**config.mk**
```make
export PLATFORM = sky130hd
export DESIGN_NAME = exe_mem_skid_reg
export DESIGN_NICKNAME = d
export VERILOG_FILES = /design/src/rtl/exe_mem_skid_reg.sv
export SDC_FILE = /design/constraint.sdc
export NUM_CORES = 1
export LEC_CHECK = 0
export CORE_UTILIZATION = 46
export DETAILED_ROUTE_END_ITERATION = 8
export PLACE_DENSITY_LB_ADDON = 0.2
export SLEW_MARGIN = 25
export SYNTH_ARGS = -nofsm -noshare
export SYNTH_HDL_FRONTEND = slang
export SYNTH_SLANG_ARGS = --single-unit
```
**constraint.sdc**
```tcl
create_clock -name clk -period 1.5 [get_ports clk]
set_input_delay 0.3 -clock clk [delete_from_list [all_inputs] [get_ports clk]]
set_output_delay 0.3 -clock clk [all_outputs]
set_load 0.005 [all_outputs]
```
**src/rtl/exe_mem_skid_reg.sv**
```systemverilog
// rtl/exe_mem_skid_reg.sv - EXE->MEM pipeline register with 2-entry skid buffer and flush
// Optional saturating stall/flush counters with EXE_MEM_PERF_CNT_EN.
module exe_mem_skid_reg #(
  parameter int DATA_W = 32,
  parameter int ADDR_W = 5,
  parameter int CNT_W  = 16
) (
  input  logic              clk,
  input  logic              rst,
  input  logic              flush,
  input  logic              exe_valid,
  output logic              exe_ready,
  input  logic [DATA_W-1:0] exe_sw_o,
  input  logic [DATA_W-1:0] exe_write_o,
  input  logic [DATA_W-1:0] exe_alu_result,
  input  logic [ADDR_W-1:0] exe_write_addr_o,
  input  logic              exe_lwsrc,
  input  logic              exe_movsrc,
  input  logic              exe_reg_write,
  input  logic              exe_DM_read,
  input  logic              exe_DM_write,
  output logic              mem_valid,
  input  logic              mem_ready,
  output logic [DATA_W-1:0] mem_sw_o,
  output logic [DATA_W-1:0] mem_write_o,
  output logic [DATA_W-1:0] mem_alu_result,
  output logic [ADDR_W-1:0] mem_write_addr_o,
  output logic              mem_lwsrc,
  output logic              mem_movsrc,
  output logic              mem_reg_write,
  output logic              mem_DM_read,
  output logic              mem_DM_write
`ifdef EXE_MEM_PERF_CNT_EN
  ,
  output logic [CNT_W-1:0]  stall_cnt,
  output logic [CNT_W-1:0]  flush_cnt
`endif
);

  localparam int PL_W = 3 * DATA_W + ADDR_W + 5;

  logic [PL_W-1:0] in_pl;
  logic [PL_W-1:0] out_q;
  logic [PL_W-1:0] skid_q;
  logic            out_valid;
  logic            skid_valid;
  logic            accept;
  logic            consume;

  assign in_pl = {exe_sw_o, exe_write_o, exe_alu_result, exe_write_addr_o,
                  exe_lwsrc, exe_movsrc, exe_reg_write, exe_DM_read, exe_DM_write};

  // Ready depends only on registered state, so no combinational path from mem_ready.
  assign exe_ready = !skid_valid;
  assign accept    = exe_valid && exe_ready;
  assign consume   = out_valid && mem_ready;

  always_ff @(posedge clk or negedge rst) begin
    if (!rst) begin
      out_q      <= '0;
      skid_q     <= '0;
      out_valid  <= 1'b0;
      skid_valid <= 1'b0;
    end else if (flush) begin
      out_valid  <= 1'b0;
      skid_valid <= 1'b0;
    end else if (!out_valid || consume) begin
      if (skid_valid) begin
        out_q      <= skid_q;
        out_valid  <= 1'b1;
        skid_valid <= 1'b0;
      end else if (accept) begin
        out_q     <= in_pl;
        out_valid <= 1'b1;
      end else begin
        out_valid <= 1'b0;
      end
    end else if (accept) begin
      skid_q     <= in_pl;
      skid_valid <= 1'b1;
    end
  end

  logic ctl_reg_write;
  logic ctl_dm_read;
  logic ctl_dm_write;

  assign {mem_sw_o, mem_write_o, mem_alu_result, mem_write_addr_o,
          mem_lwsrc, mem_movsrc, ctl_reg_write, ctl_dm_read, ctl_dm_write} = out_q;

  // Side-effecting controls must never fire from a stale, invalid entry.
  assign mem_valid     = out_valid;
  assign mem_reg_write = ctl_reg_write && out_valid;
  assign mem_DM_read   = ctl_dm_read   && out_valid;
  assign mem_DM_write  = ctl_dm_write  && out_valid;

`ifdef EXE_MEM_PERF_CNT_EN
  always_ff @(posedge clk or negedge rst) begin
    if (!rst) begin
      stall_cnt <= '0;
      flush_cnt <= '0;
    end else begin
      if (out_valid && !mem_ready && (stall_cnt != {CNT_W{1'b1}}))
        stall_cnt <= stall_cnt + 1'b1;
      if (flush && (flush_cnt != {CNT_W{1'b1}}))
        flush_cnt <= flush_cnt + 1'b1;
    end
  end
`endif

endmodule
```
## After elaboration in Yosys (flattened, before gate mapping)

Cells that the tools add are included.

- Register bits after elaboration: 214
- Word-level logic and storage cells: 28

- Bitwise logic cells: 2
- Reduce and logical (&&, ||, !) cells: 13
- Mux-type cells: 9

Operator list:

| kind | count |
|---|---|
| two-way mux 106 bit | 2 |
| two-way mux 1 bit | 7 |
| AND reduction 3 bit | 2 |
| logical AND 1 bit | 5 |
| nonzero test 2 bit | 2 |
| nonzero test 3 bit | 1 |
| logical NOT 1 bit | 2 |
| NOT 1 bit | 2 |
| logical OR 1 bit | 1 |

## Depth between registers and ports, before layout

- Word-level depth: 6
- Depth in mapped cells: 6

## Least setup slack after synthesis

OpenSTA, ideal clock, no wires.

- Path kind: register to register
- Start: register out_valid, in the netlist mem_valid
- End: register out_q[54]
- Setup time: 125 ps
- Slack: -140 ps
- Stages on the path, launching flop included: 6
- Required time: 1375 ps
- Arrival: 1516 ps
- Cell sequence: dfrtp_1 > and2b_1 > nor3_4 > buf_4 > buf_6 > mux2_2

- Cells in the longest elaborated chain, start to end: 3

RTL lines:

| what | line | RTL |
|---|---|---|
| start, declared | 45 | `logic out_valid;` |
| start signal, assigned | 62 | `out_valid <= 1'b0;` |
| start signal, assigned | 65 | `out_valid <= 1'b0;` |
| start signal, assigned | 70 | `out_valid <= 1'b1;` |
| logical NOT 1 bit or logical AND 1 bit (tied branches) | 67, 56 |  |
| logical OR 1 bit (*) | 67 | `end else if (!out_valid \|\| consume) begin` |
| AND reduction 3 bit (no line) (*) | - |  |
| end signal, assigned | 69 | `out_q <= skid_q;` |
| end signal, assigned | 73 | `out_q <= in_pl;` |
| end, declared | 43 | `logic [PL_W-1:0] out_q;` |

Every way passes the cells marked *; elsewhere a longest branch is shown, timed or not.
A chain may end at the register's enable or synchronous reset.

## Worst setup path after layout

- Start: register out_valid, in the netlist mem_valid
- End: register skid_q[52]

- Cells in the longest elaborated chain, start to end: 4

RTL lines:

| what | line | RTL |
|---|---|---|
| logical NOT 1 bit or logical AND 1 bit (tied branches) | 67, 56 |  |
| logical OR 1 bit (*) | 67 |  |
| NOT 1 bit (no line) (*) | - |  |
| AND reduction 3 bit (no line) (*) | - |  |
| end signal, assigned | 79 | `skid_q <= in_pl;` |
| end, declared | 44 | `logic [PL_W-1:0] skid_q;` |

Marks and branches as above.

==> results.py <==
metrics = {
    "place": {
        "place.gp.congestion": 0.744,
        "io_buffers": 218,
        "hpwl_um": 14400,
        "dpl.cell_count": 1074,
    },
    "timing": {
        "hold_slack_ps": 309,
        "finalClockSkew_ps": 8.58,
        "setup_ws_ps": -226,
        "fin_tns_setup_ps": -31170,
        "worstMarginPinSlew_ps": 442,
        "slew_violations": 0,
        "slew_headroom_pct": 70.5,
        "finalHoldViolations": 0,
        "max_freq_mhz": 579,
        "post-route-period-util_pct": 115,
        "grt_setup_unrepaired": "yes",
        "fin_crit_ps": 1730,
        "setup_violations": 215,
    },
    "hold_path": {
        "hp-class": "input pin to asynchronous set/reset pin",
    },
    "run_status": {
        "status": "complete, but fails checks",
        "violations": "setup timing",
    },
    "power": {
        "power.density_nw_per_um2": 1270,
        "finalPower_w": 0.0172,
        "ir_drop_mv": 0.767,
        "p_leak_nw": 6.03,
    },
    "clocking": {
        "clk_latency_ps": 500,
        "clock_path_buffers": 3,
        "cts_tree": "built",
        "cts_num_sinks": 214,
        "cts_made_buffers": 24,
        "clk_pin_slew_worst_paths_ps": 60,
        "clockRootBuffer": "clkbuf_16",
        "cts-htree-levels": 1,
    },
    "critical_path": {
        "max_stage_delay_ps": 390,
        "critPathTopFamily": "buffers and inverters",
        "critPathMaxFanout": 10,
        "critical_path_required_ps": 1880,
        "slowest_stage": "dfrtp_1",
        "critPathKind": "flop to flop",
        "crit_path_cell_trace": "and2b_1 -> buf_4 -> nand3_4 -> buf_4 -> buf_12 -> clkbuf_16 -> mux2_2",
        "startpoint_type": "flop",
        "reg2reg_from": "mem_valid$_DFFE_PN0P_",
        "cp-startpoint": "mem_valid$_DFFE_PN0P_",
        "critical_path_buf_inv_count": 4,
        "arrival_ps": 2110,
        "cpMostUsedCell": "buf_4",
        "cp-end-kind": "flop",
    },
    "global_routing": {
        "grt_pass1_wl_um": 34100,
        "antenna_found_initial": 1,
        "grt_max_degree": 47,
        "track_usage_pct": 19.4,
        "grt_pass1_vias": 6368,
        "grt_overflow": 0,
    },
    "floorplan": {
        "die_y_um": 149,
        "start_util_pct": 47.3,
        "die_area_um2": 22300,
        "die_x_um": 149,
        "rows": 53,
        "pin_count": 219,
        "core-area_um2": 21200,
    },
    "synth": {
        "avgSynthCellArea_um2": 14.7,
        "synth_fp_nets": 790,
        "synth_area_leaders": "dfrtp_1 54%, mux2_2 30%, buf_4 8.0%, mux2_1 5.7%, buf_6 0.90%",
        "ys_types": 18,
        "synth_top_cell_area_share_pct": 53.5,
        "synth_seq_cells": 214,
        "seq_area_frac_synth_pct": 53.5,
        "netlist_area_um2": 10000,
        "ys.warnings.count": 0,
        "yosys.area.top_type": "dfrtp_1",
        "synth_cells": 679,
    },
    "route": {
        "vias_per_cell": 5.11,
        "postRouteAntennaNets": 0,
        "drt_wl_total_um": 22900,
        "route.detailed.drc": 0,
        "drt_iter0_markers": 144,
        "dr.pass1.iters": 4,
        "wl_per_cell_um": 19.8,
        "via_count": 5915,
    },
    "finish": {
        "post-route-util_pct": 63.9,
        "stdcell_count": 1158,
        "syn_to_final_growth_pct": 35.1,
        "antenna_cells": 0,
        "drive_gt1_share_pct": 48.6,
        "final_nets": 976,
    },
    "job": {
        "drv_cap": 0,
    },
}
==> metrics by stage <==
stage	setup slack, ps	instance area (um2)
floorplan	-110	10000
global placement	-571	12000
detailed placement	-577	12000
CTS	-219	13100
global route	-262	13500
finish	-226	13500
==> cell usage after synthesis (all sizes together) <==
| master | n |
|---|---|
| mux2 | 318 |
| dfrtp | 214 |
| buf | 133 |
| and2 | 3 |
| clkbuf | 2 |
| nor2 | 2 |
| nor3 | 2 |
| a21oi | 1 |
| and2b | 1 |
| inv | 1 |
| nand2b | 1 |
| nand3 | 1 |
==> cells in the final DEF, fill, tap and decap left out, types with 3 or more instances in the layout <==
cell type,n
clkbuf_8,7
buf_4,34
buf_6,15
dlygate4sd2_1,81
buf_16,5
mux2_2,267
clkdlybuf4s15_1,22
clkdlybuf4s50_1,109
buf_12,15
and2_4,3
clkinv_2,5
dfrtp_1,213
mux2_4,31
bufinv_16,3
clkbuf_1,4
mux2_1,20
clkbuf_16,34
==> what timing repair did <==
item	4_1_cts	5_1_grt
buffers inserted	17	12
gates resized for setup	173	48
gates cloned	3	10
setup endpoints to repair	318	239
hold buffers	1	0
pin swaps	1	2
endpoints found under the hold margin	37	0
==> where the power goes <==
part | switching, W | internal, W
clock network | 0.00227 | 0.00385
logic | 0.00110 | 0.00226
registers | 0.000650 | 0.00706
total | 0.00402 | 0.0132
==> worst paths after layout <==
path | to | slack [ps] | cells past startpoint
worst max-delay path | skid_q[52]$_DFFE_PN0P_ | -230 | 7
worst min-delay path | out_q[75]$_DFFE_PN0P_ | 310 | 2
worst max register to register | skid_q[52]$_DFFE_PN0P_ | -230 | 7
worst min register to register | out_q[53]$_DFFE_PN0P_ | 480 | 1
max in group asynchronous | skid_q[7]$_DFFE_PN0P_ | 560 | 3
min in group clk | skid_q[24]$_DFFE_PN0P_ | 430 | 2
==> per-layer routing <==
| layer | up-vias | share of wire, % | GRT usage, % |
|---|---|---|---|
| met1 | 3056 | 43 | 24.9 |
| li1 | 2659 | - | - |
| met5 | - | 0.057 | 0.909 |
| met4 | 2 | 1.5 | 4.39 |
| met2 | 169 | 49 | 33.0 |
| met3 | 29 | 6.4 | 4.66 |
==> layout make-up <==
cell class / instances / area, um2
clock inverters: 9 / 123
multi-input cells: 329 / 3800
flip-flops and latches: 214 / 5360
fillers: 1582 / 7640
clock buffers: 35 / 723
inverters: 1 / 8.76
repair buffers: 295 / 3160
well taps: 275 / 344
==> registers in the layout, summed over array words and instances, names as in the netlist <==
name        count
mem_valid       1
out_q         106
skid_q        106
skid_valid      1
==> cells by family after synthesis <==
kind of cell           share of synthesized area (%)
and+or+nand+nor                                0.738
muxes                                           35.8
AOI/OAI and AO/OA                             0.0500
buffers and inverters                           9.86
DFF                                             53.5
Note: power is estimated with default switching activity, not from simulation.
